**src/rtl/mc_alu.sv**
```systemverilog
// Multi-cycle ALU: single-cycle logic/arith/shift ops, iterative shift-add
// multiply, registered result and flags held until the consumer accepts.
module mc_alu #(
  parameter int WIDTH = 16,
  parameter int SHW   = $clog2(WIDTH)
) (
  input  logic             clk,
  input  logic             reset_n,
  input  logic             in_valid,
  output logic             in_ready,
  input  logic [WIDTH-1:0] Ain,
  input  logic [WIDTH-1:0] Bin,
  input  logic [2:0]       ALUop,
  input  logic             flush,
  output logic [WIDTH-1:0] out,
  output logic             Z,
  output logic             N,
  output logic             V,
  output logic             C,
  output logic             out_valid,
  input  logic             out_ready,
  output logic             busy
);

  localparam logic [2:0]     OP_ADD = 3'b000;
  localparam logic [2:0]     OP_SUB = 3'b001;
  localparam logic [2:0]     OP_AND = 3'b010;
  localparam logic [2:0]     OP_NOT = 3'b011;
  localparam logic [2:0]     OP_OR  = 3'b100;
  localparam logic [2:0]     OP_XOR = 3'b101;
  localparam logic [2:0]     OP_SHL = 3'b110;
  localparam logic [2:0]     OP_MUL = 3'b111;
  localparam logic [SHW-1:0] LAST_BIT = SHW'(WIDTH - 1);

  typedef enum logic [1:0] {S_IDLE, S_MUL, S_DONE} state_t;

  state_t               state_q, state_d;
  logic [WIDTH-1:0]     out_q, out_d;
  logic                 z_q, z_d, n_q, n_d, v_q, v_d, c_q, c_d;
  logic [2*WIDTH-1:0]   acc_q, acc_d;
  logic [2*WIDTH-1:0]   mcand_q, mcand_d;
  logic [WIDTH-1:0]     mplier_q, mplier_d;
  logic [SHW-1:0]       cnt_q, cnt_d;

  logic                 accept;
  logic [WIDTH:0]       add_full, sub_full, shl_full;
  logic [WIDTH-1:0]     alu_res;
  logic                 alu_v, alu_c;
  logic [2*WIDTH-1:0]   acc_step;

  // Handshake: flush blocks acceptance; DONE can hand off and accept on one edge
  assign in_ready  = ~flush & ((state_q == S_IDLE) | ((state_q == S_DONE) & out_ready));
  assign accept    = in_valid & in_ready;
  assign out_valid = (state_q == S_DONE);
  assign busy      = (state_q == S_MUL);
  assign out       = out_q;
  assign Z         = z_q;
  assign N         = n_q;
  assign V         = v_q;
  assign C         = c_q;

  // Single-cycle ops; the extra top bit of each wide result is carry/borrow/shifted-out bit
  always_comb begin
    add_full = {1'b0, Ain} + {1'b0, Bin};
    sub_full = {1'b0, Ain} - {1'b0, Bin};
    shl_full = {1'b0, Ain} << Bin[SHW-1:0];
    alu_res  = '0;
    alu_v    = 1'b0;
    alu_c    = 1'b0;
    case (ALUop)
      OP_ADD: begin
        alu_res = add_full[WIDTH-1:0];
        alu_c   = add_full[WIDTH];
        alu_v   = (Ain[WIDTH-1] == Bin[WIDTH-1]) && (add_full[WIDTH-1] != Ain[WIDTH-1]);
      end
      OP_SUB: begin
        alu_res = sub_full[WIDTH-1:0];
        alu_c   = ~sub_full[WIDTH];
        alu_v   = (Ain[WIDTH-1] != Bin[WIDTH-1]) && (sub_full[WIDTH-1] != Ain[WIDTH-1]);
      end
      OP_AND: alu_res = Ain & Bin;
      OP_NOT: alu_res = ~Bin;
      OP_OR:  alu_res = Ain | Bin;
      OP_XOR: alu_res = Ain ^ Bin;
      OP_SHL: begin
        // Bit shifted out last always lands at position WIDTH; zero for a shift of 0
        alu_res = shl_full[WIDTH-1:0];
        alu_c   = shl_full[WIDTH];
      end
      default: ;
    endcase
  end

  // One multiplier bit per cycle: add shifted multiplicand when the LSB is set
  assign acc_step = acc_q + (mplier_q[0] ? mcand_q : '0);

  // Next-state and datapath: flush first, then acceptance, then per-state progress
  always_comb begin
    state_d  = state_q;
    out_d    = out_q;
    z_d      = z_q;
    n_d      = n_q;
    v_d      = v_q;
    c_d      = c_q;
    acc_d    = acc_q;
    mcand_d  = mcand_q;
    mplier_d = mplier_q;
    cnt_d    = cnt_q;
    if (flush) begin
      state_d = S_IDLE;
    end else if (accept) begin
      if (ALUop == OP_MUL) begin
        state_d  = S_MUL;
        acc_d    = '0;
        mcand_d  = {{WIDTH{1'b0}}, Ain};
        mplier_d = Bin;
        cnt_d    = '0;
      end else begin
        state_d = S_DONE;
        out_d   = alu_res;
        z_d     = (alu_res == '0);
        n_d     = alu_res[WIDTH-1];
        v_d     = alu_v;
        c_d     = alu_c;
      end
    end else begin
      case (state_q)
        S_MUL: begin
          acc_d    = acc_step;
          mcand_d  = mcand_q << 1;
          mplier_d = mplier_q >> 1;
          cnt_d    = cnt_q + SHW'(1);
          if (cnt_q == LAST_BIT) begin
            state_d = S_DONE;
            out_d   = acc_step[WIDTH-1:0];
            z_d     = (acc_step[WIDTH-1:0] == '0);
            n_d     = acc_step[WIDTH-1];
            v_d     = |acc_step[2*WIDTH-1:WIDTH];
            c_d     = 1'b0;
          end
        end
        S_DONE: begin
          if (out_ready) state_d = S_IDLE;
        end
        S_IDLE: ;
        default: state_d = S_IDLE;
      endcase
    end
  end

  // State and result registers, cleared asynchronously by reset
  always_ff @(posedge clk or negedge reset_n) begin
    if (!reset_n) begin
      state_q  <= S_IDLE;
      out_q    <= '0;
      z_q      <= 1'b0;
      n_q      <= 1'b0;
      v_q      <= 1'b0;
      c_q      <= 1'b0;
      acc_q    <= '0;
      mcand_q  <= '0;
      mplier_q <= '0;
      cnt_q    <= '0;
    end else begin
      state_q  <= state_d;
      out_q    <= out_d;
      z_q      <= z_d;
      n_q      <= n_d;
      v_q      <= v_d;
      c_q      <= c_d;
      acc_q    <= acc_d;
      mcand_q  <= mcand_d;
      mplier_q <= mplier_d;
      cnt_q    <= cnt_d;
    end
  end

endmodule

```
**config.mk**
```make
export PLATFORM = sky130hd
export DESIGN_NAME = mc_alu
export DESIGN_NICKNAME = d
export VERILOG_FILES = /design/src/rtl/mc_alu.sv
export SDC_FILE = /design/constraint.sdc
export NUM_CORES = 1
export LEC_CHECK = 0
export ABC_AREA = 1
export BUFFER_PORTS_ARGS = -buffer_cell sky130_fd_sc_hd__buf_2
export CORE_UTILIZATION = 45
export CTS_BUF_LIST = sky130_fd_sc_hd__clkbuf_2 sky130_fd_sc_hd__clkbuf_4 sky130_fd_sc_hd__clkbuf_8
export DETAILED_ROUTE_END_ITERATION = 12
export SLEW_MARGIN = 10
export SYNTH_ARGS = -nofsm -noshare
export SYNTH_HDL_FRONTEND = slang
export SYNTH_SLANG_ARGS = --single-unit
```
**constraint.sdc**
```tcl
create_clock -name clk -period 2.4 [get_ports clk]
set_input_delay 0 -clock clk [delete_from_list [all_inputs] [get_ports clk]]
set_output_delay 0 -clock clk [all_outputs]
set_load 0.005 [all_outputs]
```
Word-level counts from Yosys, hierarchy flattened
Cells that the tools add are included.
Widths: inputs -> output; s select.
{"block": "totals", "register_bits": 106, "output_inout_bits": 23, "wordCells": 98, "inputBits": 40}
{"block": "classes", "n_eq_ne": 19, "n_bitwise": 10, "reduce_logical": 12, "n_addsub": 4, "shift": 1, "mux": 42}
{"cell": "$mux 32", "count": 7}
{"cell": "$mux 16", "count": 7}
{"cell": "$pmux 16 s7", "count": 1}
{"cell": "$add 32x32->32", "count": 1}
{"cell": "$logic_not 16->1", "count": 2}
{"cell": "$add 16x16->17", "count": 1}
{"cell": "$shl 16x4->17", "count": 1}
{"cell": "$sub 16x16->17", "count": 1}
{"cell": "$and 16x16->16", "count": 1}
{"cell": "$mux 1", "count": 16}
{"cell": "$not 16->16", "count": 1}
{"cell": "$or 16x16->16", "count": 1}
{"cell": "$reduce_or 16->1", "count": 1}
{"cell": "$xor 16x16->16", "count": 1}
{"cell": "$eq 3x3->1 const B", "count": 4}
{"cell": "$mux 4", "count": 3}
{"cell": "$mux 2", "count": 5}
{"cell": "$ne 4x2->1 const B", "count": 2}
{"cell": "$eq 3x2->1 const B", "count": 2}
{"cell": "$pmux 2 s3", "count": 1}
{"cell": "$reduce_and 3->1", "count": 2}
{"cell": "$add 4x1->4 const B", "count": 1}
{"cell": "$eq 4x4->1 const B", "count": 1}
{"cell": "$reduce_and 4->1", "count": 1}
{"cell": "17 further kinds", "count": 24}

Longest topological paths before layout
{"block": "depth", "word_depth": 7, "mapped_depth": 22, "depth_no_buf": 20}

Worst setup path before layout
No wires, ideal clock.
{"block": "synth_timing", "kind": "register -> register", "startpoint": "register mplier_q[0]", "endpoint": "register v_q, in the netlist V", "setup_time_ns": 0.116, "path_buffers": 2, "period_less_slack_ns": 2.444, "path_slack_ns": -0.044, "t_required_ns": 2.284, "stages_incl_launch_ff": 20, "arrival_ns": 2.328, "path_cell_list": "dfrtp_1 clkbuf_1 clkbuf_1 nand2_1 inv_1 ha_1 a21oi_1 nand2_1 nand2_1 nand2_1 a21oi_1 inv_1 nand2_1 nand3b_1 nand2_1 nand2_1 nor2_1 nand3_1 nand2_1 nand2_1"}
{"block": "synth_between", "elab_chain_len": 6}
{"item": "start: declaration", "line": "42", "text": "logic [WIDTH-1:0] mplier_q, mplier_d;"}
{"item": "start signal: assignment", "line": "173", "text": "mplier_q <= mplier_d;"}
{"item": "$mux 32", "line": "95", "text": "assign acc_step = acc_q + (mplier_q[0] ? mcand_q : '0);"}
{"item": "$add 32x32->32", "line": "95"}
{"item": "$reduce_or 16->1", "line": "138", "text": "v_d = |acc_step[2*WIDTH-1:WIDTH];"}
{"item": "$mux 1", "line": "133", "text": "if (cnt_q == LAST_BIT) begin"}
{"item": "$mux 1", "line": "127", "text": "case (state_q)"}
{"item": "$mux 1", "line": "111", "text": "end else if (accept) begin"}
{"item": "end signal: assignment", "line": "169", "text": "v_q <= v_d;"}
{"item": "end: declaration", "line": "39", "text": "logic z_q, z_d, n_q, n_d, v_q, v_d, c_q, c_d;"}
Every way passes these cells. The select of a mux whose other input is x is not followed.
A chain may end at the register's enable or synchronous reset.

Worst setup path in the final report
Ends and elaborated chain as after synthesis.

==> reports/metrics.yaml <==
sta:
  clock_skew_ns: 0.0178
  fmax_mhz: 389
  slew_headroom_pct: 51.4
  final.period_utilization_pct: 107
  worst_pin_slew_ns: 0.728
  hold_viol_final: 0
  setup_ws_ns: -0.170
  rsz0062_at_grt: "yes"
  fin_crit_ns: 2.57
  finalSetupViolations: 7
  drv_slew: 0
place:
  dp_hpwl_um: 34600
  gp_congestion: 0.991
  postPlaceCellArea_mm2: 0.0129
  io_buffers: 62
clock_tree:
  cts-root-buf: "clkbuf_8"
  cts_sinks: 105
  cts_buffers: 9
  clkLatencyLatePin_ns: 0.39
  clk_path_buf_depth: 2
  htreeDepth: 3
  clk_pin_slew_ns: 0.12
  cts_tree: "built"
logic_synthesis:
  yosysMostFrequentCell: "nand2_1"
  yosysTopAreaCell: "dfrtp_1"
  synthCells: 1753
  synth_seq_area_share_pct: 24.9
  synth_async_sr_flop_share_pct: 100
  synth_area_leaders: "dfrtp_1 25%, nand2_1 21%, ha_1 10%"
  synthFlopType: "dfrtp_1"
  synthTopCellsByCount: "591 x nand2_1, 243 x inv_1, 203 x nor2_1"
  syn-cell-area_mm2: 0.0106
  synth_nets: 1880
  synth_edf_count: 0
  synth-seq-cells: 105
  synth_top_area_share_pct: 24.9
  yosys_warnings: 0
  synthDistinctLibCells: 41
  avgSynthCellArea_um2: 6.02
route:
  final_antenna_net_count: 0
  remaining_drc_errors: 0
  wl_per_cell_um: 18.1
  vias: 12600
  drtIter0Drc: 1130
  via_per_inst: 5.34
  wl_um: 42500
  drtPass1Iterations: 6
die:
  chipHeight_um: 155
  die_w_um: 155
  die-area_mm2: 0.0241
  coreArea_mm2: 0.0228
  initial_utilization_pct: 46.2
  ioPinCount: 63
  num_rows: 55
worst_setup_path:
  path_buf_inv: 4
  ff2ff_setup_slack_ns: -0.17
  cpLargestDelayFamily: "simple AND/OR/NAND/NOR gates"
  crit_type: "register to register"
  critical_path.startpoint: "mplier_q[0]"
  critPathCaptureType: "register"
  r2r_cells: 17
  timing.critical_path.mode_cell: "nand2_1"
  cp_slowest_stage_delay_ns: 0.41
  crit_end: "V"
  crit_slowest_cell: "dfrtp_1"
  crit_path_cell_trace: "buf_12 > nand2_1 > inv_1 > ha_4 > nand2_1 > buf_4 > nor2_1 > buf_4 > nand4_1 > nand4_1 > nand3_2 > nor2_4 > nand2_1 > nor2_1 > nand3_1 > nand2_1 > nand2_1"
  startpoint_type: "register"
  path_max_fanout: 19
  critPathArrivalTime_ns: 2.87
  cp.required_ns: 2.70
  r2r_start: "mplier_q[0]"
  worst-path-stages: 17
  reg2reg_to: "V"
layout:
  fillers: 2300
  multi_input_area_mm2: 0.00750
  post-route-cell-area_mm2: 0.0141
  syn2layout_area_growth_pct: 33.2
  fin_nets: 2164
  ff_latch_area_mm2: 0.00263
  drive_above_1_share_pct: 24.4
run:
  max-cap-violations: 0
pwr:
  p_int_mw: 5.96
  power_density_mw_per_mm2: 768
  seq_power_share_pct: 27.0
  total_power_mw: 10.8
  clkPwrFrac_pct: 10.1
  switchingPower_mw: 4.83
  combPwrFrac_pct: 62.9
  peakVddDrop_v: 0.000393
  sw_frac_of_total_pct: 44.7
  p_leak_nw: 7.54
grt:
  antenna_found_initial: 1
  grt-ovfl-total: 0
  grt_usage_pct: 35.8
  grt_max_degree: 57
  grt_pass1_wl_um: 65600
  grt_pass1_vias: 12000
status:
  status: "finished with violations"
  violations: "setup timing"
worst_hold_path:
  hold_class: "input pin to register"
[per-stage QoR]
| stage | setup WS, ns | util (%) | hold WS [ns] | TNS (ns) | cells |
|---|---|---|---|---|---|
| 2_1_floorplan | 0.0118 | - | -0.296 | 0 | 1753 |
| 3_5_place_dp | -0.453 | 56.5 | -0.0263 | -3.77 | 2318 |
| 5_1_grt | -0.298 | 61.5 | 0.0168 | -1.92 | 2354 |
| 3_3_place_gp | -0.498 | 56.5 | -0.0307 | -2.90 | 2318 |
| 4_1_cts | -0.183 | 59.5 | 0.00611 | -0.389 | 2350 |
| 6_report | -0.170 | 61.5 | 0.0329 | -0.479 | 2356 |
[worst reg2reg max path: stages (launching register included)]
cell and delay [ns]:
dfrtp_1 0.41, buf_12 0.16, nand2_1 0.06, inv_1 0.09, ha_4 0.29, nand2_1 0.10, buf_4 0.15, nor2_1 0.14
buf_4 0.13, nand4_1 0.20, nand4_1 0.19, nand3_2 0.10, nor2_4 0.14, nand2_1 0.06, nor2_1 0.09, nand3_1 0.08
nand2_1 0.06, nand2_1 0.04
[how the worst min path moves through the flow]
stage                  from           end  cells past startpoint
floorplan           reset_n             C                      0
global placement    reset_n        out[3]                      1
detailed placement  reset_n        out[3]                      1
CTS                 Bin[15]  mplier_q[15]                      3
global route        Bin[15]  mplier_q[15]                      3
finish              Ain[11]   mcand_q[11]                      4
[registers in the layout (all words and copies together), names as in the netlist]
name	cells
C	1
V	1
Z	1
acc_q	32
cnt_q	4
mcand_q	32
mplier_q	16
out	16
state_q	2
[cell families (layout without fill, tap and decap cells)]
group / count (synthesis) / after routing / synth area share, %
flops: 105 / 105 / 24.9
mux: 1 / 1 / 0.0948
other cells: 0 / 2 / 0
buf+inv: 307 / 595 / 11.5
simple gates: 1001 / 1001 / 39.2
compound gates: 239 / 239 / 12.8
xor+xnor: 13 / 13 / 1.08
fa+ha+maj: 87 / 87 / 10.5
[cells in the final DEF, fill, tap and decap left out, types with 22 or more instances in the layout]
master	Yosys	routed
nand2_2	0	36
nand4_1	22	22
nor2_2	2	22
ha_4	0	26
inv_1	243	236
a31oi_1	36	36
dfrtp_1	105	105
ha_1	84	56
buf_4	6	253
nor2_1	203	172
a21oi_1	69	52
o22ai_1	24	24
nand3_1	136	126
o21ai_0	82	62
nand2_1	591	554
buf_2	22	61
[metal layers]
layer,routed length [um],vias up,part of all wire (%),GRT usage [%]
met4,1850,0,4.3,15.3
met3,2560,90,6.0,3.15
met2,19300,495,45,58.0
met5,0,-,0,0
li1,-,6174,-,-
met1,18800,5829,44,48.7
[power by group through the flow]
stage          combinational, mW  sequential, mW  clock (mW)
6_report                    6.79            2.91        1.09
5_1_grt                     7.42            2.97        1.18
4_1_cts                     6.20            2.88        1.13
3_5_place_dp                5.74            2.86           0
3_3_place_gp                5.72            2.86           0
2_1_floorplan               2.95            2.71           0
[area by class of cell]
type | instances | area share, %
clock buffers | 9 | 0.881
inverters | 250 | 6.68
clock inverters | 6 | 0.383
diodes | 2 | 0.0356
well taps | 313 | 2.79
multi-input cells | 1341 | 53.4
flip-flops and latches | 105 | 18.7
repair buffers | 330 | 17.2
[timing repair]
action	4_1_cts	5_1_grt
pin swaps	12	19
resized for setup	70	117
hold buffers	10	0
endpoints found under the hold margin	113	0
setup endpoints to repair	33	37
setup buffers	7	4
Power figures use the tool's default switching activity.
